### src/rtl/sim_uart_out_buffer.sv
// sim_uart_out_buffer: batches UART console characters from the DUT and releases them
// to the console printer on newline, FIFO full, or idle timeout.
// Optional macro SIM_UART_CR_STRIP_EN: when defined, input 0x0D bytes are ignored entirely.
module sim_uart_out_buffer #(
    parameter int DEPTH         = 64,
    parameter int FLUSH_TIMEOUT = 1024,
    parameter int DROP_W        = 16
) (
    input  logic                    clock,
    input  logic                    reset,
    input  logic                    in_valid,
    input  logic [7:0]              in_ch,
    output logic                    out_valid,
    output logic [7:0]              out_ch,
    input  logic                    out_ready,
    output logic                    line_flush,
    output logic                    overflow,
    output logic [DROP_W-1:0]       drop_cnt,
    output logic [$clog2(DEPTH):0]  level
);

    localparam int AW       = $clog2(DEPTH);
    localparam int LW       = AW + 1;
    // Idle counter only needs to reach FLUSH_TIMEOUT-1; it saturates at all-ones.
    localparam int IW       = (FLUSH_TIMEOUT > 2) ? $clog2(FLUSH_TIMEOUT) : 1;
    localparam int TMO_LAST = (FLUSH_TIMEOUT > 0) ? FLUSH_TIMEOUT - 1 : 0;

    localparam logic [LW-1:0] FULL_LVL  = LW'(DEPTH);
    localparam logic [IW-1:0] IDLE_LAST = IW'(TMO_LAST);
    localparam bit            TMO_EN    = (FLUSH_TIMEOUT != 0);

    typedef enum logic {
        FILL  = 1'b0,
        DRAIN = 1'b1
    } state_t;

    state_t              state_q, state_d;
    logic [AW-1:0]       wr_ptr_q, wr_ptr_d;
    logic [AW-1:0]       rd_ptr_q, rd_ptr_d;
    logic [LW-1:0]       level_q, level_d;
    logic [IW-1:0]       idle_q, idle_d;
    logic [DROP_W-1:0]   drop_q, drop_d;
    logic                ovf_q, ovf_d;
    logic                flush_q, flush_d;
    logic [7:0]          mem_q [DEPTH];

    logic                in_take;
    logic                full;
    logic                push;
    logic                drop;
    logic                pop;
    logic                trigger;

    // Input qualification, push/drop/pop decisions and visible outputs.
    always_comb begin
        in_take = in_valid;
`ifdef SIM_UART_CR_STRIP_EN
        // A stripped CR behaves exactly like an idle cycle.
        in_take = in_valid && (in_ch != 8'h0D);
`endif
        // Fullness is judged before any same-cycle pop, so a write at full is lost.
        full      = (level_q == FULL_LVL);
        push      = in_take && !full;
        drop      = in_take && full;
        out_valid = (state_q == DRAIN) && (level_q != '0);
        pop       = out_valid && out_ready;
        out_ch    = out_valid ? mem_q[rd_ptr_q] : 8'h00;
        line_flush = flush_q;
        overflow   = ovf_q;
        drop_cnt   = drop_q;
        level      = level_q;
    end

    // Next-state logic for pointers, occupancy, idle timer, status and the FILL/DRAIN FSM.
    always_comb begin
        state_d  = state_q;
        wr_ptr_d = push ? wr_ptr_q + AW'(1) : wr_ptr_q;
        rd_ptr_d = pop  ? rd_ptr_q + AW'(1) : rd_ptr_q;
        level_d  = level_q + LW'(push) - LW'(pop);
        idle_d   = idle_q;
        flush_d  = 1'b0;
        ovf_d    = ovf_q || drop;
        drop_d   = drop_q;
        trigger  = 1'b0;

        if (drop && (drop_q != '1)) begin
            drop_d = drop_q + DROP_W'(1);
        end

        case (state_q)
            FILL: begin
                if (push || (level_q == '0)) begin
                    idle_d = '0;
                end else if (idle_q != '1) begin
                    idle_d = idle_q + IW'(1);
                end
                trigger = (push && (in_ch == 8'h0A))
                       || (level_d == FULL_LVL)
                       || (TMO_EN && (idle_q == IDLE_LAST) && (level_q != '0));
                if (trigger) begin
                    state_d = DRAIN;
                end
            end
            DRAIN: begin
                idle_d = '0;
                // Session ends only once this cycle's push/pop leaves nothing behind.
                if (level_d == '0) begin
                    state_d = FILL;
                    flush_d = 1'b1;
                end
            end
            default: begin
                state_d = FILL;
            end
        endcase
    end

    // State register with asynchronous reset; contents are discarded on reset.
    always_ff @(posedge clock or posedge reset) begin
        if (reset) begin
            state_q  <= FILL;
            wr_ptr_q <= '0;
            rd_ptr_q <= '0;
            level_q  <= '0;
            idle_q   <= '0;
            drop_q   <= '0;
            ovf_q    <= 1'b0;
            flush_q  <= 1'b0;
        end else begin
            state_q  <= state_d;
            wr_ptr_q <= wr_ptr_d;
            rd_ptr_q <= rd_ptr_d;
            level_q  <= level_d;
            idle_q   <= idle_d;
            drop_q   <= drop_d;
            ovf_q    <= ovf_d;
            flush_q  <= flush_d;
        end
    end

    // Character storage; no reset needed since validity is tracked by level.
    always_ff @(posedge clock) begin
        if (push) begin
            mem_q[wr_ptr_q] <= in_ch;
        end
    end

endmodule

### config.mk
export PLATFORM = sky130hd
export DESIGN_NAME = sim_uart_out_buffer
export DESIGN_NICKNAME = d
export VERILOG_FILES = /design/src/rtl/sim_uart_out_buffer.sv
export SDC_FILE = /design/constraint.sdc
export NUM_CORES = 1
export LEC_CHECK = 0
export ABC_CLOCK_PERIOD_IN_PS = 10200
export BUFFER_PORTS_ARGS = -buffer_cell sky130_fd_sc_hd__buf_4
export CAP_MARGIN = 20
export CORE_AREA = 10 10 234 236
export DETAILED_ROUTE_END_ITERATION = 10
export DIE_AREA = 0 0 244 246
export PLACE_DENSITY = 0.72
export SYNTH_ARGS = -nofsm -noshare
export SYNTH_HDL_FRONTEND = slang
export SYNTH_SLANG_ARGS = --single-unit
### constraint.sdc
create_clock -name clock -period 10.2 [get_ports clock]
set_clock_uncertainty 0.05 [all_clocks]
set_input_delay 2.55 -clock clock [delete_from_list [all_inputs] [get_ports clock]]
set_output_delay 2.55 -clock clock [all_outputs]
set_load 0.02 [all_outputs]
==> results of run 1 <==
==> sequential cells by signal (all words and copies together), names as in the netlist <==
register,cells
idle_q,10
wr_ptr_q,6
overflow,1
line_flush,1
mem_q,512
rd_ptr_q,6
level,7
drop_cnt,16
state_q,1
==> kinds of logic after synthesis <==
| group | after synthesis |
|---|---|
| buf+inv | 66 |
| mux | 163 |
| compound gates | 96 |
| fa+ha+maj | 14 |
| simple gates | 190 |
| xor+xnor | 37 |
| flops | 560 |
==> routing by layer <==
| layer | wire length (um) | up-vias |
|---|---|---|
| met5 | 0 | - |
| met4 | 1330 | 0 |
| met3 | 3660 | 90 |
| met2 | 23000 | 441 |
| met1 | 19300 | 5710 |
| li1 | - | 4707 |
==> cells in the mapped netlist (5+ instances only) <==
cell | number | area (um^2)
buf_1 | 7 | 26.3
nand2_1 | 36 | 135
edfxtp_1 | 512 | 15400
nand3_1 | 19 | 95.1
clkbuf_1 | 20 | 75.1
mux2i_1 | 30 | 300
xor2_1 | 12 | 105
o221ai_1 | 8 | 70.1
ha_1 | 13 | 163
o31ai_1 | 5 | 37.5
a22o_1 | 8 | 70.1
dfrtp_1 | 48 | 1200
mux4_2 | 128 | 2880
a211oi_1 | 12 | 90.1
nor2_1 | 87 | 327
a21oi_1 | 22 | 110
o22ai_1 | 16 | 100
nand4_1 | 11 | 68.8
mux2_2 | 5 | 56.3
buf_2 | 13 | 65.1
xnor2_1 | 25 | 219
inv_1 | 17 | 63.8
==> area by class of cell <==
class                      count  area (um^2)
fill                        4004        24900
sequential                   560        16600
multi-input combinational    500         5310
clock buffer                  68         1430
tap                          672          841
timing repair buffer          54          430
clock inverter                26          298
inverter                      17         63.8
==> how the worst max path moves through the flow <==
stage	end	slack, ps	cells after the start
final	out_ch[3]	3610	6
after global routing	out_ch[3]	3320	6
after CTS	out_ch[3]	3510	6
after detailed placement	out_ch[3]	4180	6
after floorplan	state_q	5070	11
after global placement	out_ch[3]	4200	6
==> stage by stage <==
step | power, W | cells
6_report | 0.00633 | 1897
5_1_grt | 0.00660 | 1897
4_1_cts | 0.00638 | 1896
3_5_place_dp | 0.00443 | 1802
3_3_place_gp | 0.00440 | 1802
2_1_floorplan | 0.00396 | 1126
==> where the power goes <==
part | internal (W) | switching, W
logic | 0.000722 | 0.000864
registers | 0.00262 | 0.000163
clock network | 0.00112 | 0.000841
total | 0.00446 | 0.00187
==> layout by cell type, fill, tap and decap left out, drive strengths merged, types with 5 or more instances in the layout <==
| cell type | n |
|---|---|
| dfrtp | 48 |
| xor2 | 12 |
| o221ai | 8 |
| mux2i | 30 |
| o31ai | 5 |
| xnor2 | 25 |
| clkinv | 12 |
| a21oi | 22 |
| mux4 | 128 |
| edfxtp | 512 |
| buf | 54 |
| mux2 | 5 |
| a211oi | 12 |
| bufinv | 5 |
| clkbuf | 68 |
| a22o | 8 |
| nand3 | 19 |
| nor2 | 87 |
| o21ai | 6 |
| nand2 | 36 |
| nand4 | 11 |
| a221oi | 5 |
| ha | 13 |
| o22ai | 16 |
| inv | 23 |
==> worst register-to-register path, delay by kind of cell, from the launching register on <==
| family | cells | cell delay, ps |
|---|---|---|
| DFF | 1 | 410 |
| AOI/OAI and AO/OA | 4 | 570 |
| buffers and inverters | 4 | 460 |
| xor gates and xnor gates | 1 | 190 |
| adders and majority gates | 4 | 1080 |
| and+or+nand+nor | 3 | 1070 |
==> flow_summary_export.csv, run 1 <==
group,metric,value,unit
worst_setup_path,crit_required,7600,ps
timing,worstMarginPinSlew,1090,ps
floorplan,rows,82,
logic_synthesis,yosysWarnings,0,
timing,fin_ws,3610,ps
floorplan,start_util,44.6,%
clock_network,cts_resized,0,
logic_synthesis,ys_types,56,
outcome,status,"finished clean",
timing,hold_viol_final,0,
detailed_routing,drc,0,
clock_network,cts_buffer_depth,3,
detailed_routing,vias_per_cell,5.77,
layout,post-route-util,50.0,%
global_route,grt_start_max_net_pins,89,
clock_network,cts.sinks,560,
logic_synthesis,synth_fa_ha_area_share,0.822,%
logic_synthesis,synth_edf_count,512,
clock_network,holdBufCountCts,0,
timing,slew_headroom,27.1,%
floorplan,io_pins,46,
timing,slew_violations,0,
timing,fin_crit,6590,ps
clock_network,cts_root_buf,"clkbuf_16",
logic_synthesis,syn_inst,1126,
layout,layout.nets,1214,
timing,timing.fmax,152,MHz
placed_design,gp_congestion,0.808,
logic_synthesis,post_synth_and_or_nand_nor_area_fraction,3.98,%
worst_setup_path,crit_chain,"buf_12, mux4_2, o22ai_1, a211oi_1, a22o_1, buf_4",
detailed_routing,drt-wirelength-per-cell,24.9,um
global_route,grt_pass1_wl,72700,um
worst_hold_path,min_to,"overflow",
logic_synthesis,synth_mux_area_share,14.6,%
worst_setup_path,r2r_start,"level[5]",
placed_design,pre_cts_ws,4180,ps
layout,syn_to_final_growth,12.3,%
logic_synthesis,synth.avg_cell_area,19.7,um^2
layout,drive_gt1_share,22.1,%
detailed_routing,ant_nets,0,
worst_setup_path,crit_type,"flop to output pin",
worst_setup_path,cp_data_arrival_time,3990,ps
timing,holdWs,430,ps
timing,tns,0,ps
worst_setup_path,crit_family,"flip-flops",
detailed_routing,routed_wl,47300,um
layout,final_area,24900,um^2
worst_hold_path,hold_depth,1,
power_and_ir_drop,vdd_drop_max,0.000151,V
job,cap_violations,0,
worst_setup_path,cp_max_fo,88,
clock_network,cts_setup_buffers,0,
worst_setup_path,endpoint_kind,"output pin",
worst_setup_path,cp-start-kind,"flop",
logic_synthesis,async_reset_ff_share,8.57,%
global_route,grt_use_total,16.0,%
logic_synthesis,syn_nets,1152,
worst_setup_path,max_stage_delay,990,ps
placed_design,port_buffers,45,
timing,period_share,64.6,%
clock_network,clkTransAtPathRegs,70,ps
logic_synthesis,synth_area,22200,um^2
global_route,antenna_found_initial,0,
worst_setup_path,startpoint,"rd_ptr_q[0]",
clock_network,htree_num_levels,2,
logic_synthesis,ys.flop_type,"edfxtp_1",
floorplan,fp.dieArea,60000,um^2
worst_setup_path,path_buf_inv,2,
clock_network,insertion_delay,610,ps
global_route,grtUsageMet1,21.4,%
global_route,use_met3,3.58,%
global_route,grt_pass1_vias,11300,
global_route,top_usage_layer,"met2",
placed_design,dp_hpwl,28200,um
floorplan,die_w,244,um
logic_synthesis,synth-compound-area-share,3.04,%
global_route,gr-total-overflow,0,
worst_setup_path,crit_slowest_cell,"dfrtp_4",
detailed_routing,dr_total_vias,10900,
worst_setup_path,r2r_slack,6300,ps
worst_hold_path,holdCritPathClass,"flop to flop",
worst_setup_path,ff2ff_path_depth,16,
global_route,use_met2,25.7,%
placed_design,place_area,23200,um^2
logic_synthesis,ys_ff_latch,560,
logic_synthesis,synth_top_family_by_area,"multiplexers",
floorplan,fp.dieH,246,um
timing,setup_viol,0,
logic_synthesis,synthXorXnorAreaFrac,1.46,%
clock_network,cts_tree,"done",
detailed_routing,first_pass_iters,7,
power_and_ir_drop,p_per_area,254,nW/um^2
worst_hold_path,worst_hold_startpoint,"overflow",
timing,rsz0062_at_grt,"no",
detailed_routing,first_iter_violations,1062,
clock_network,cts_buffers,55,
layout,diodes,0,
logic_synthesis,ys_seq_area_share,74.6,%
worst_setup_path,reg2reg_to,"state_q",
floorplan,coreArea,49900,um^2
power_and_ir_drop,p_leak,8.11,nW
Power figures use the tool's default switching activity.
==> run 2, diff against run 1 <==
- ABC_CLOCK_PERIOD_IN_PS: 10200 -> 6000
- PLACE_DENSITY: 0.72 -> 0.74
- clock period: 10.2 -> 6 ns (I/O delays scaled with it)
==> run 2 against run 1 <==
Wire length rose by 0.82%. Register-to-register slack lost 4200 ps. Critical endpoint is now out_ch[2]. Cell area is 0.66% lower. Via count rose by 0.79%. Combinational power up 71%. Worst hold slack worse by 1.4 ps. Non-clock buffer count down 2. Final cell count about the same. Die area did not move.
==> flow_summary_export.csv, run 2 (synthesized netlist as in run 1, its figures left out) <==
group,metric,value,unit
outcome,status,"finished clean",
worst_setup_path,crit_type,"flop to output pin",
timing,tns,0,ps
floorplan,io_pins,46,
detailed_routing,first_pass_iters,5,
floorplan,fp.dieH,246,um
worst_setup_path,cp-start-kind,"flop",
detailed_routing,vias_per_cell,5.82,
timing,rsz0062_at_grt,"no",
global_route,grt_start_max_net_pins,73,
worst_hold_path,hold_depth,1,
global_route,grt_use_total,16.0,%
global_route,grt_pass1_wl,73300,um
worst_setup_path,endpoint_kind,"output pin",
timing,setup_viol,0,
clock_network,cts_tree,"done",
floorplan,rows,82,
floorplan,coreArea,49900,um^2
worst_setup_path,cp_data_arrival_time,3620,ps
layout,regMostFlops,"mem_q",
worst_hold_path,holdCritPathClass,"flop to flop",
layout,seqCellArea,16600,um^2
timing,fin_ws,830,ps
clock_network,cts_root_buf,"clkbuf_16",
layout,multiInputGateArea,5310,um^2
layout,layout.nets,1209,
timing,slew_violations,0,
clock_network,cts_setup_buffers,0,
power_and_ir_drop,p_per_area,424,nW/um^2
layout,nFillCells,3996,
floorplan,die_w,244,um
timing,slew_headroom,25.6,%
job,cap_violations,0,
floorplan,fp.dieArea,60000,um^2
detailed_routing,drc,0,
worst_setup_path,crit_required,4450,ps
clock_network,insertion_delay,570,ps
layout,syn_to_final_growth,11.6,%
floorplan,start_util,44.6,%
timing,hold_viol_final,0,
layout,diodes,0,
timing,fin_crit,5170,ps
placed_design,pre_cts_ws,1440,ps
power_and_ir_drop,vdd_drop_max,0.000378,V
clock_network,htree_num_levels,2,
power_and_ir_drop,p_leak,8.03,nW
global_route,gr-total-overflow,0,
worst_setup_path,cp_max_fo,18,
detailed_routing,first_iter_violations,1349,
layout,drive_gt1_share,21.0,%
layout,final_common_cell,"edfxtp_1",
worst_setup_path,ff2ff_path_depth,16,
detailed_routing,routed_wl,47700,um
detailed_routing,dr_total_vias,11000,
clock_network,clkTransAtPathRegs,60,ps
timing,worstMarginPinSlew,1110,ps
detailed_routing,ant_nets,0,
layout,layout_common_cells,"edfxtp_1, mux4_2, nor2_1",
placed_design,dp_hpwl,28100,um
global_route,grt_pass1_vias,11300,
layout,largest_register_ffs,512,
clock_network,cts_resized,0,
timing,period_share,86.2,%
clock_network,cts_buffers,52,
detailed_routing,drt-wirelength-per-cell,25.1,um
global_route,antenna_found_initial,1,
clock_network,cts.sinks,560,
placed_design,gp_congestion,0.836,
placed_design,port_buffers,45,
timing,holdWs,429,ps
timing,timing.fmax,193,MHz
clock_network,holdBufCountCts,0,
clock_network,cts_buffer_depth,3,
[run 2: cell count changes in the layout (fill, tap and decap cells not counted), sizes merged]
| cell | previous run | this run |
|---|---|---|
| clkinvlp | 3 | 0 |
| bufinv | 5 | 2 |
| buf | 54 | 52 |
| inv | 23 | 18 |
| clkbuf | 68 | 74 |
| clkinv | 12 | 18 |
[run 2: report_power, final]
part	total, W	internal [W]	switching, W
clock	0.00306	0.00170	0.00136
sequential	0.00473	0.00446	0.000273
combinational	0.00272	0.00125	0.00148
[run 2: through the flow]
step           total power [W]  area (um^2)  util [%]  instances
3_3_place_gp           0.00749        23200      46.6       1800
2_1_floorplan          0.00673        22200         -       1126
4_1_cts                 0.0106        24800      49.7       1895
5_1_grt                 0.0110        24800      49.7       1896
6_report                0.0105        24800      49.7       1896
3_5_place_dp           0.00754        23200      46.6       1800
[run 2: area by class of cell]
class | instances | share of cell area (%)
flip-flops and latches | 560 | 66.9
multi-input cells | 500 | 21.4
clock buffers | 74 | 5.62
well taps | 672 | 3.39
repair buffers | 52 | 1.78
clock inverters | 21 | 0.626
inverters | 17 | 0.257
[run 2: final timing paths]
path / slack (ps) / endpoint / start
worst min-delay path: 430 / overflow / overflow
max in group asynchronous: 4600 / rd_ptr_q[0] / reset
worst max-delay path: 830 / out_ch[2] / rd_ptr_q[3]
worst max register to register: 2120 / state_q / level[5]
min in group asynchronous: 780 / overflow / reset
worst min register to register: 430 / overflow / overflow
[run 2: worst max-delay path, cell delays in order, from the launching register on]
cell      delay [ps]
dfrtp_1          770
nor2b_1          950
nand2_1          320
o22ai_1          380
a211oi_1         110
a22o_1           330
buf_4            180
[run 2: layer usage]
| metal | up-vias | GRT usage [%] | part of all wire [%] |
|---|---|---|---|
| li1 | 4701 | - | - |
| met4 | 0 | 4.31 | 1.9 |
| met5 | - | 0 | 0 |
| met1 | 5788 | 22.0 | 41 |
| met2 | 479 | 25.5 | 49 |
| met3 | 66 | 3.42 | 8.3 |
==> run 3, diff against run 2 <==
- BUFFER_PORTS_ARGS: -buffer_cell sky130_fd_sc_hd__buf_4 -> -buffer_cell sky130_fd_sc_hd__buf_2
- CELL_PAD_IN_SITES_DETAIL_PLACEMENT: unset -> 1
- CELL_PAD_IN_SITES_GLOBAL_PLACEMENT: unset -> 2
- CORE_AREA: 10 10 234 236 -> 10 10 236 238
- DIE_AREA: 0 0 244 246 -> 0 0 246 248
- PLACE_DENSITY: 0.74 -> 0.86
==> run 3 against run 2 <==
Sequential power about the same. Die area up 1.6%. Via count up 2.1%. Combinational power up 4%.
==> flow_summary_export.csv, run 3 (synthesized netlist as in run 1, its figures left out) <==
group,metric,value,unit
global_route,gr-total-overflow,0,
detailed_routing,first_pass_iters,5,
floorplan,coreArea,51000,um^2
timing,fin_ws,871,ps
timing,rsz0062_at_grt,"no",
timing,holdWs,418,ps
detailed_routing,vias_per_cell,5.86,
floorplan,fp.dieH,248,um
layout,syn_to_final_growth,12.5,%
layout,regMostFlops,"mem_q",
worst_setup_path,crit_required,4450,ps
worst_setup_path,endpoint_kind,"output pin",
outcome,status,"finished clean",
layout,post-route-util,49.0,%
detailed_routing,drt-wirelength-per-cell,27.5,um
worst_setup_path,crit_slowest_cell,"dfrtp_4",
clock_network,cts.sinks,560,
timing,period_share,85.5,%
clock_network,cts_root_buf,"clkbuf_16",
global_route,grt_start_max_net_pins,66,
worst_setup_path,cp-start-kind,"flop",
layout,diodes,0,
clock_network,clkTransAtPathRegs,60,ps
clock_network,cts_resized,0,
timing,slew_violations,0,
timing,worstMarginPinSlew,1070,ps
worst_setup_path,cp_data_arrival_time,3580,ps
placed_design,pre_cts_ws,1520,ps
placed_design,dp_hpwl,33700,um
layout,final_common_cell,"edfxtp_1",
placed_design,gp_congestion,0.856,
detailed_routing,ant_nets,0,
timing,fin_crit,5130,ps
power_and_ir_drop,vdd_drop_max,0.000234,V
layout,layout_common_cells,"edfxtp_1, mux4_2, nor2_1",
floorplan,fp.dieArea,61000,um^2
job,cap_violations,0,
timing,hold_viol_final,0,
clock_network,cts_buffer_depth,3,
global_route,grt_pass1_wl,79800,um
detailed_routing,first_iter_violations,1245,
worst_setup_path,max_stage_delay,790,ps
detailed_routing,drc,0,
worst_setup_path,path_buf_inv,2,
layout,largest_register_ffs,512,
clock_network,cts_setup_buffers,0,
worst_setup_path,crit_type,"flop to output pin",
detailed_routing,routed_wl,52900,um
timing,setup_viol,0,
floorplan,io_pins,46,
clock_network,holdBufCountCts,0,
worst_setup_path,cp_max_fo,26,
worst_setup_path,crit_family,"multiplexers",
floorplan,die_w,246,um
timing,tns,0,ps
power_and_ir_drop,p_per_area,437,nW/um^2
global_route,grt_pass1_vias,11900,
floorplan,start_util,43.6,%
clock_network,htree_num_levels,2,
layout,drive_gt1_share,23.3,%
placed_design,port_buffers,45,
detailed_routing,dr_total_vias,11300,
clock_network,cts_buffers,56,
clock_network,cts_tree,"done",
worst_setup_path,crit_chain,"buf_4, mux4_2, mux2i_1, a22oi_1, a22o_1, buf_2",
worst_hold_path,holdCritPathClass,"flop to flop",
power_and_ir_drop,p_leak,8.19,nW
timing,slew_headroom,28.7,%
timing,timing.fmax,195,MHz
clock_network,insertion_delay,630,ps
global_route,grt_use_total,17.7,%
floorplan,rows,83,
global_route,antenna_found_initial,1,
layout,layout.nets,1228,
run 3: metal layers:
| metal | wire (um) | vias up | global-route usage (%) |
|---|---|---|---|
| met5 | 12 | - | 0 |
| met4 | 1310 | 2 | 5.46 |
| met3 | 4320 | 83 | 3.85 |
| met2 | 25600 | 448 | 28.4 |
| met1 | 21600 | 5994 | 23.8 |
| li1 | - | 4742 | - |
run 3: cell type report:
type / count / area (um^2)
clock buffers: 75 / 1510
clock inverters: 23 / 236
fillers: 4655 / 26000
inverters: 17 / 63.8
multi-input cells: 500 / 5310
flip-flops and latches: 560 / 16600
well taps: 680 / 851
repair buffers: 67 / 428
run 3: report_power, final:
part | total (W) | internal, W | switching [W]
combinational | 0.00283 | 0.00123 | 0.00160
clock | 0.00336 | 0.00190 | 0.00146
sequential | 0.00472 | 0.00446 | 0.000258
run 3: path summary, 6_finish.rpt:
kind | depth (start not counted) | end | startpoint | slack, ps
min in group asynchronous | 2 | drop_cnt[6] | reset | 760
worst min register to register | 1 | overflow | overflow | 420
max in group asynchronous | 3 | idle_q[3] | reset | 4620
worst min-delay path | 1 | overflow | overflow | 420
worst max-delay path | 6 | out_ch[4] | rd_ptr_q[0] | 870
worst max register to register | 16 | state_q | level[4] | 2040
run 3: stage by stage:
step | cells | power [W] | instance area (um^2)
floorplan | 1126 | 0.00673 | 22200
global placement | 1823 | 0.00755 | 23200
detailed placement | 1824 | 0.00764 | 23200
CTS | 1922 | 0.0110 | 25000
global route | 1922 | 0.0114 | 25000
finish | 1922 | 0.0109 | 25000
